## src/rtl/i2c_write_arbiter_pkg.sv

```systemverilog
// Shared types and widths for the I2C write arbiter.
package i2c_arb_pkg;

  localparam int DEV_ADDR_W = 7;
  localparam int DATA_W     = 8;

  typedef enum logic [1:0] {
    ST_IDLE = 2'd0,
    ST_XFER = 2'd1,
    ST_DONE = 2'd2,
    ST_GAP  = 2'd3
  } arb_state_t;

  function automatic int rr_next(input int idx, input int n);
    return (idx + 1 >= n) ? 0 : idx + 1;
  endfunction

endpackage

```

## src/rtl/i2c_write_arbiter_rr_picker.sv

```systemverilog
// Combinational round-robin selector: first set request at or after the
// pointer, wrapping modulo NUM_REQ.
module i2c_rr_picker #(
  parameter int NUM_REQ = 2,
  parameter int IDX_W   = (NUM_REQ > 1) ? $clog2(NUM_REQ) : 1
) (
  input  logic [NUM_REQ-1:0] i_req,
  input  logic [IDX_W-1:0]   i_ptr,
  output logic [NUM_REQ-1:0] o_grant,
  output logic [IDX_W-1:0]   o_idx,
  output logic               o_valid
);

  // Priority scan starting at the pointer.
  always_comb begin
    int c;
    c       = 0;
    o_grant = {NUM_REQ{1'b0}};
    o_idx   = {IDX_W{1'b0}};
    o_valid = 1'b0;
    for (int i = 0; i < NUM_REQ; i++) begin
      c = int'(i_ptr) + i;
      c = (c >= NUM_REQ) ? c - NUM_REQ : c;
      if (!o_valid && i_req[c]) begin
        o_valid    = 1'b1;
        o_idx      = IDX_W'(c);
        o_grant[c] = 1'b1;
      end else begin
        o_valid = o_valid;
      end
    end
  end

endmodule

```

## src/rtl/i2c_write_arbiter.sv

```systemverilog
// Round-robin arbiter sharing one I2C write master between NUM_REQ requesters.
// Optional transfer timeout enabled by defining I2C_ARB_TIMEOUT_EN.
module i2c_write_arbiter
  import i2c_arb_pkg::*;
#(
  parameter int NUM_REQ        = 2,
  parameter int GAP_CYCLES     = 16,
  parameter int TIMEOUT_CYCLES = 65535
) (
  input  logic                         clk,
  input  logic                         rst_n,
  input  logic [NUM_REQ-1:0]           i_req,
  input  logic [DEV_ADDR_W*NUM_REQ-1:0] i_dev_addr,
  input  logic [DATA_W*NUM_REQ-1:0]    i_data_addr,
  input  logic [DATA_W*NUM_REQ-1:0]    i_wdata,
  output logic [NUM_REQ-1:0]           o_grant,
  output logic [NUM_REQ-1:0]           o_ack,
  output logic                         o_busy,
  output logic                         o_i2c_en,
  output logic [DEV_ADDR_W-1:0]        o_device_addr,
  output logic [DATA_W-1:0]            o_data_addr,
  output logic [DATA_W-1:0]            o_write_data,
`ifdef I2C_ARB_TIMEOUT_EN
  output logic                         o_timeout,
`endif
  input  logic                         i_done_flag
);

  localparam int IDX_W = (NUM_REQ > 1) ? $clog2(NUM_REQ) : 1;
  localparam int GAP_W = (GAP_CYCLES > 1) ? $clog2(GAP_CYCLES) : 1;

  arb_state_t            r_state;
  arb_state_t            w_state_nxt;
  logic [IDX_W-1:0]      r_ptr;
  logic [IDX_W-1:0]      r_idx;
  logic [IDX_W-1:0]      w_pick_idx;
  logic [NUM_REQ-1:0]    w_pick_grant;
  logic                  w_pick_valid;
  logic [NUM_REQ-1:0]    r_grant;
  logic [NUM_REQ-1:0]    r_ack;
  logic                  r_busy;
  logic                  r_i2c_en;
  logic [DEV_ADDR_W-1:0] r_dev;
  logic [DATA_W-1:0]     r_reg;
  logic [DATA_W-1:0]     r_wdata;
  logic [GAP_W-1:0]      r_gap;
  logic                  w_tmo;
  logic                  w_xfer_end;

  i2c_rr_picker #(
    .NUM_REQ (NUM_REQ),
    .IDX_W   (IDX_W)
  ) u_picker (
    .i_req   (i_req),
    .i_ptr   (r_ptr),
    .o_grant (w_pick_grant),
    .o_idx   (w_pick_idx),
    .o_valid (w_pick_valid)
  );

`ifdef I2C_ARB_TIMEOUT_EN
  logic [15:0] r_tmo_cnt;
  logic        r_timeout;

  assign w_tmo     = (r_state == ST_XFER) && (r_tmo_cnt == 16'(TIMEOUT_CYCLES - 1));
  assign o_timeout = r_timeout;

  // Counts XFER cycles; cleared whenever a new transfer is granted.
  always_ff @(posedge clk) begin
    if (rst_n) begin
      r_tmo_cnt <= 16'd0;
      r_timeout <= 1'b0;
    end else begin
      r_timeout <= 1'b0;
      if (r_state == ST_IDLE) begin
        r_tmo_cnt <= 16'd0;
      end else if (r_state == ST_XFER) begin
        r_tmo_cnt <= r_tmo_cnt + 16'd1;
        r_timeout <= w_tmo && !i_done_flag;
      end else begin
        r_tmo_cnt <= r_tmo_cnt;
      end
    end
  end
`else
  assign w_tmo = 1'b0;
`endif

  assign w_xfer_end = i_done_flag || w_tmo;

  // State register.
  always_ff @(posedge clk) begin
    if (rst_n) begin
      r_state <= ST_IDLE;
    end else begin
      r_state <= w_state_nxt;
    end
  end

  // Next-state logic.
  always_comb begin
    w_state_nxt = r_state;
    case (r_state)
      ST_IDLE: begin
        if (w_pick_valid) w_state_nxt = ST_XFER;
        else              w_state_nxt = ST_IDLE;
      end
      ST_XFER: begin
        if (w_xfer_end) w_state_nxt = ST_DONE;
        else            w_state_nxt = ST_XFER;
      end
      ST_DONE: w_state_nxt = ST_GAP;
      ST_GAP: begin
        if (r_gap == {GAP_W{1'b0}}) w_state_nxt = ST_IDLE;
        else                        w_state_nxt = ST_GAP;
      end
      default: w_state_nxt = ST_IDLE;
    endcase
  end

  // Output registers, grant bookkeeping, pointer and gap counter.
  always_ff @(posedge clk) begin
    if (rst_n) begin
      r_ptr    <= {IDX_W{1'b0}};
      r_idx    <= {IDX_W{1'b0}};
      r_grant  <= {NUM_REQ{1'b0}};
      r_ack    <= {NUM_REQ{1'b0}};
      r_busy   <= 1'b0;
      r_i2c_en <= 1'b0;
      r_dev    <= {DEV_ADDR_W{1'b0}};
      r_reg    <= {DATA_W{1'b0}};
      r_wdata  <= {DATA_W{1'b0}};
      r_gap    <= {GAP_W{1'b0}};
    end else begin
      r_ack  <= {NUM_REQ{1'b0}};
      r_busy <= (w_state_nxt != ST_IDLE);
      case (r_state)
        ST_IDLE: begin
          if (w_pick_valid) begin
            r_grant  <= w_pick_grant;
            r_idx    <= w_pick_idx;
            r_dev    <= i_dev_addr[DEV_ADDR_W*w_pick_idx +: DEV_ADDR_W];
            r_reg    <= i_data_addr[DATA_W*w_pick_idx +: DATA_W];
            r_wdata  <= i_wdata[DATA_W*w_pick_idx +: DATA_W];
            r_i2c_en <= 1'b1;
          end
        end
        ST_XFER: begin
          if (w_xfer_end) begin
            r_i2c_en <= 1'b0;
            r_ack    <= r_grant;
          end
        end
        ST_DONE: begin
          r_grant <= {NUM_REQ{1'b0}};
          r_ptr   <= IDX_W'(rr_next(int'(r_idx), NUM_REQ));
          r_gap   <= GAP_W'(GAP_CYCLES - 1);
        end
        ST_GAP: begin
          if (r_gap != {GAP_W{1'b0}}) r_gap <= r_gap - GAP_W'(1);
        end
        default: begin
          r_i2c_en <= 1'b0;
        end
      endcase
    end
  end

  assign o_grant       = r_grant;
  assign o_ack         = r_ack;
  assign o_busy        = r_busy;
  assign o_i2c_en      = r_i2c_en;
  assign o_device_addr = r_dev;
  assign o_data_addr   = r_reg;
  assign o_write_data  = r_wdata;

endmodule

```

## config.mk

```make
export PLATFORM = sky130hd
export DESIGN_NAME = i2c_write_arbiter
export DESIGN_NICKNAME = d
export VERILOG_FILES = /design/src/rtl/i2c_write_arbiter_pkg.sv /design/src/rtl/i2c_write_arbiter_rr_picker.sv /design/src/rtl/i2c_write_arbiter.sv
export SDC_FILE = /design/constraint.sdc
export NUM_CORES = 1
export LEC_CHECK = 0
export CORE_ASPECT_RATIO = 1.2
export CORE_UTILIZATION = 44
export CTS_CLUSTER_SIZE = 28
export DETAILED_ROUTE_END_ITERATION = 10
export HOLD_SLACK_MARGIN = 0.06
export PLACE_DENSITY = 0.94
export RECOVER_POWER = 50
export SLEW_MARGIN = 20
export SYNTH_ARGS = -nofsm -noshare
export SYNTH_HDL_FRONTEND = slang
export SYNTH_SLANG_ARGS = --single-unit
```

## constraint.sdc

```tcl
create_clock -name clk -period 2.49 [get_ports clk]
set_input_delay 0.3735 -clock clk [delete_from_list [all_inputs] [get_ports clk]]
set_output_delay 0.3735 -clock clk [all_outputs]
set_load 0.02 [all_outputs]
```

==> flow_metrics.py <==
metrics = {
    "sta": {
        "rsz0062_at_grt": "false",
        "finalSetupViolations": 0,
        "whs_ns": 0.4564,
        "max_freq_ghz": 0.4958,
        "slew_violations": 0,
        "finalHoldViolations": 0,
        "slew_headroom": 0.3941,
        "finalCritPeriodShare": 0.8100,
        "clock_skew_ns": 0.004426,
        "period_needed_ns": 2.017,
        "fin_tns_setup_ns": 0,
        "tightest_slew_ns": 0.9088,
    },
    "route": {
        "vias": 1890,
        "drt_iter0_drc": 88,
        "wl_um": 4975,
        "drc_errors": 0,
        "via_per_inst": 5.833,
        "wl_per_cell_um": 15.35,
        "ant_nets": 0,
        "firstDrtPassIters": 4,
    },
    "worst_setup_path": {
        "cpMaxStageDelayCell": "dlygate4sd3_1",
        "crit_type": "input port to flip-flop",
        "crit_family": "buffers and inverters",
        "crit_path_start_kind": "input port",
        "worstSetupEndpointType": "flip-flop",
        "path_buf_inv": 2,
        "crit_fanout": 21,
        "cp_slowest_stage_delay_ns": 0.91,
        "required_ns": 2.63,
        "arrival_ns": 2.16,
        "critPathLaunch": "rst_n",
        "r2r_start": "r_gap[0]",
        "path_cells": "dlygate4sd3_1, clkbuf_1, a311oi_1",
    },
    "power_and_ir_drop": {
        "ir_worst_vdd_uv": 336.5,
        "p_total_mw": 1.659,
        "power.density_nw_per_um2": 640.6,
        "p_leak_nw": 0.9518,
    },
    "worst_hold_path": {
        "hp-class": "flip-flop to flip-flop",
        "hp-start": "o_i2c_en",
    },
    "global_route": {
        "grt-ovfl-total": 0,
        "grt_max_degree": 26,
        "grt_antenna_before_repair": 0,
        "first_global_vias": 1814,
        "grt_pass1_wl_um": 8004,
        "grt_usage": 0.2510,
    },
    "die": {
        "rows": 24,
        "design.core.area_um2": 3724,
        "die_h_um": 71.22,
        "fp.dieW_um": 59.68,
        "ioPinCount": 80,
        "dieArea_um2": 4250,
        "initial_core_util": 0.4718,
    },
    "synth": {
        "synth.avg_cell_area_um2": 8.696,
        "seq_area_frac_synth": 0.4217,
        "syn_inst": 202,
        "async_reset_ff_frac": 0,
        "ys_types": 33,
        "synth_seq_cells": 37,
        "syn_area_um2": 1757,
        "synth-edff-count": 0,
        "synth_fp_nets": 254,
        "synthFlopType": "dfxtp_1",
        "yosysWarnings": 0,
    },
    "clock_tree": {
        "cts_htree_levels": 2,
        "insertion_delay_ns": 0.30,
        "postCtsHoldBufs": 0,
        "cts_sinks": 37,
        "post_cts_buffers": 0,
        "cts-root-buf": "clkbuf_8",
        "cts-resized-gates": 0,
        "cts_buffers": 5,
        "cts_tree": "done",
        "cts.clk_slew.worst_paths_ns": 0.07,
        "clockBufferDepth": 2,
    },
    "flow_run": {
        "cap_violations": 0,
    },
    "layout": {
        "drive_gt1_frac": 0.05882,
        "syn2layout_area_growth_pct": 47.44,
        "fill_cells": 301,
        "antennaDiodeCount": 0,
        "final_nets": 323,
    },
    "outcome": {
        "status": "finished, final reports clean",
    },
    "placement": {
        "routabilityCongestion": 0.7975,
        "port_buffers": 79,
        "hpwl_um": 3621,
    },
}
[final timing paths]
kind	end	slack (ns)	depth (start not counted)
setup reg to reg	r_gap[0]	0.85	5
hold reg to reg	o_i2c_en	0.46	2
setup / recovery	o_device_addr[2]	0.47	3
hold / removal	o_i2c_en	0.46	2
[layout by cell type, fill, tap and decap left out, drive strengths merged, types with 2 or more instances in the layout]
| cell type | instances |
|---|---|
| a41o | 2 |
| inv | 5 |
| nor2 | 5 |
| o21ai | 26 |
| dfxtp | 37 |
| nor3b | 3 |
| dlygate4sd3 | 22 |
| nand2b | 2 |
| nand2 | 5 |
| a21oi | 33 |
| nand3 | 24 |
| or2 | 2 |
| clkinv | 2 |
| clkbuf | 8 |
| a311oi | 23 |
| clkdlybuf4s50 | 57 |
| buf | 4 |
[through the flow]
step	worst slack, ns	cell area [um^2]	utilization	std cells
2_1_floorplan	1.146	1757	-	202
3_3_place_gp	0.5421	2517	0.6761	316
3_5_place_dp	0.4140	2517	0.6761	316
4_1_cts	0.7289	2600	0.6983	324
5_1_grt	0.3286	2590	0.6956	324
6_report	0.4732	2590	0.6956	324
[power breakdown]
group	total, mW	internal [mW]	switching (mW)	leakage, nW
combinational	0.531	0.252	0.279	0.601
sequential	0.718	0.667	0.0514	0.306
clock	0.410	0.194	0.216	0.0450
total	1.66	1.11	0.546	0.952
[worst reg2reg max path, stage by stage (launching register included)]
cell and delay (ns):
dfxtp_1 0.33, inv_1 0.08, ha_1 0.21, or3b_1 0.45, o21ai_0 0.33, a21oi_1 0.12
[metal layers]
layer  vias to the layer above  track usage  share of wire  wire (um)
met2                       111       0.4185           0.51       2548
met5                         -            0              0          0
met3                        19      0.07762          0.077        382
li1                        902            -              -          -
met1                       858       0.2738           0.37       1853
met4                         0       0.1473          0.038        191
[Yosys cell counts, types with 2 or more instances]
| master | instances | share of area |
|---|---|---|
| buf_2 | 8 | 0.023 |
| nand2_1 | 5 | 0.011 |
| clkbuf_1 | 5 | 0.011 |
| a311oi_1 | 23 | 0.11 |
| nand2b_1 | 2 | 0.0071 |
| dfxtp_1 | 37 | 0.42 |
| nor3b_1 | 3 | 0.013 |
| o21ai_0 | 25 | 0.071 |
| nor2_1 | 2 | 0.0043 |
| nor2_4 | 2 | 0.013 |
| a21oi_1 | 33 | 0.094 |
| buf_4 | 5 | 0.021 |
| inv_1 | 5 | 0.011 |
| buf_6 | 3 | 0.019 |
| a41o_1 | 2 | 0.011 |
| nand3_1 | 24 | 0.068 |
| clkbuf_2 | 2 | 0.0057 |
[sequential cells by signal, indices dropped and copies added (netlist names), 2 cells and up]
register       flops
o_data_addr        8
o_write_data       8
o_device_addr      7
r_gap              4
o_ack              2
o_grant            2
r_state            2
[final cells by class]
| cell class | instances | area, um^2 | share of cell area |
|---|---|---|---|
| clock buffer | 6 | 72.57 | 0.02802 |
| clock inverter | 2 | 10.01 | 0.003865 |
| inverter | 5 | 18.77 | 0.007246 |
| tap | 52 | 65.06 | 0.02512 |
| sequential | 37 | 740.7 | 0.2860 |
| timing repair buffer | 85 | 828.3 | 0.3198 |
| multi-input combinational | 137 | 854.6 | 0.3300 |
[cell families (layout without fill, tap and decap cells)]
group,after synthesis,after routing,synth area share
adders and majority gates,1,1,0.007121
AOI/OAI and AO/OA,88,88,0.3148
and+or+nand+nor,47,47,0.1603
buffers and inverters,28,98,0.09046
DFF,37,37,0.4217
muxes,1,1,0.005698
No activity file was read; power rests on OpenSTA's default activity.
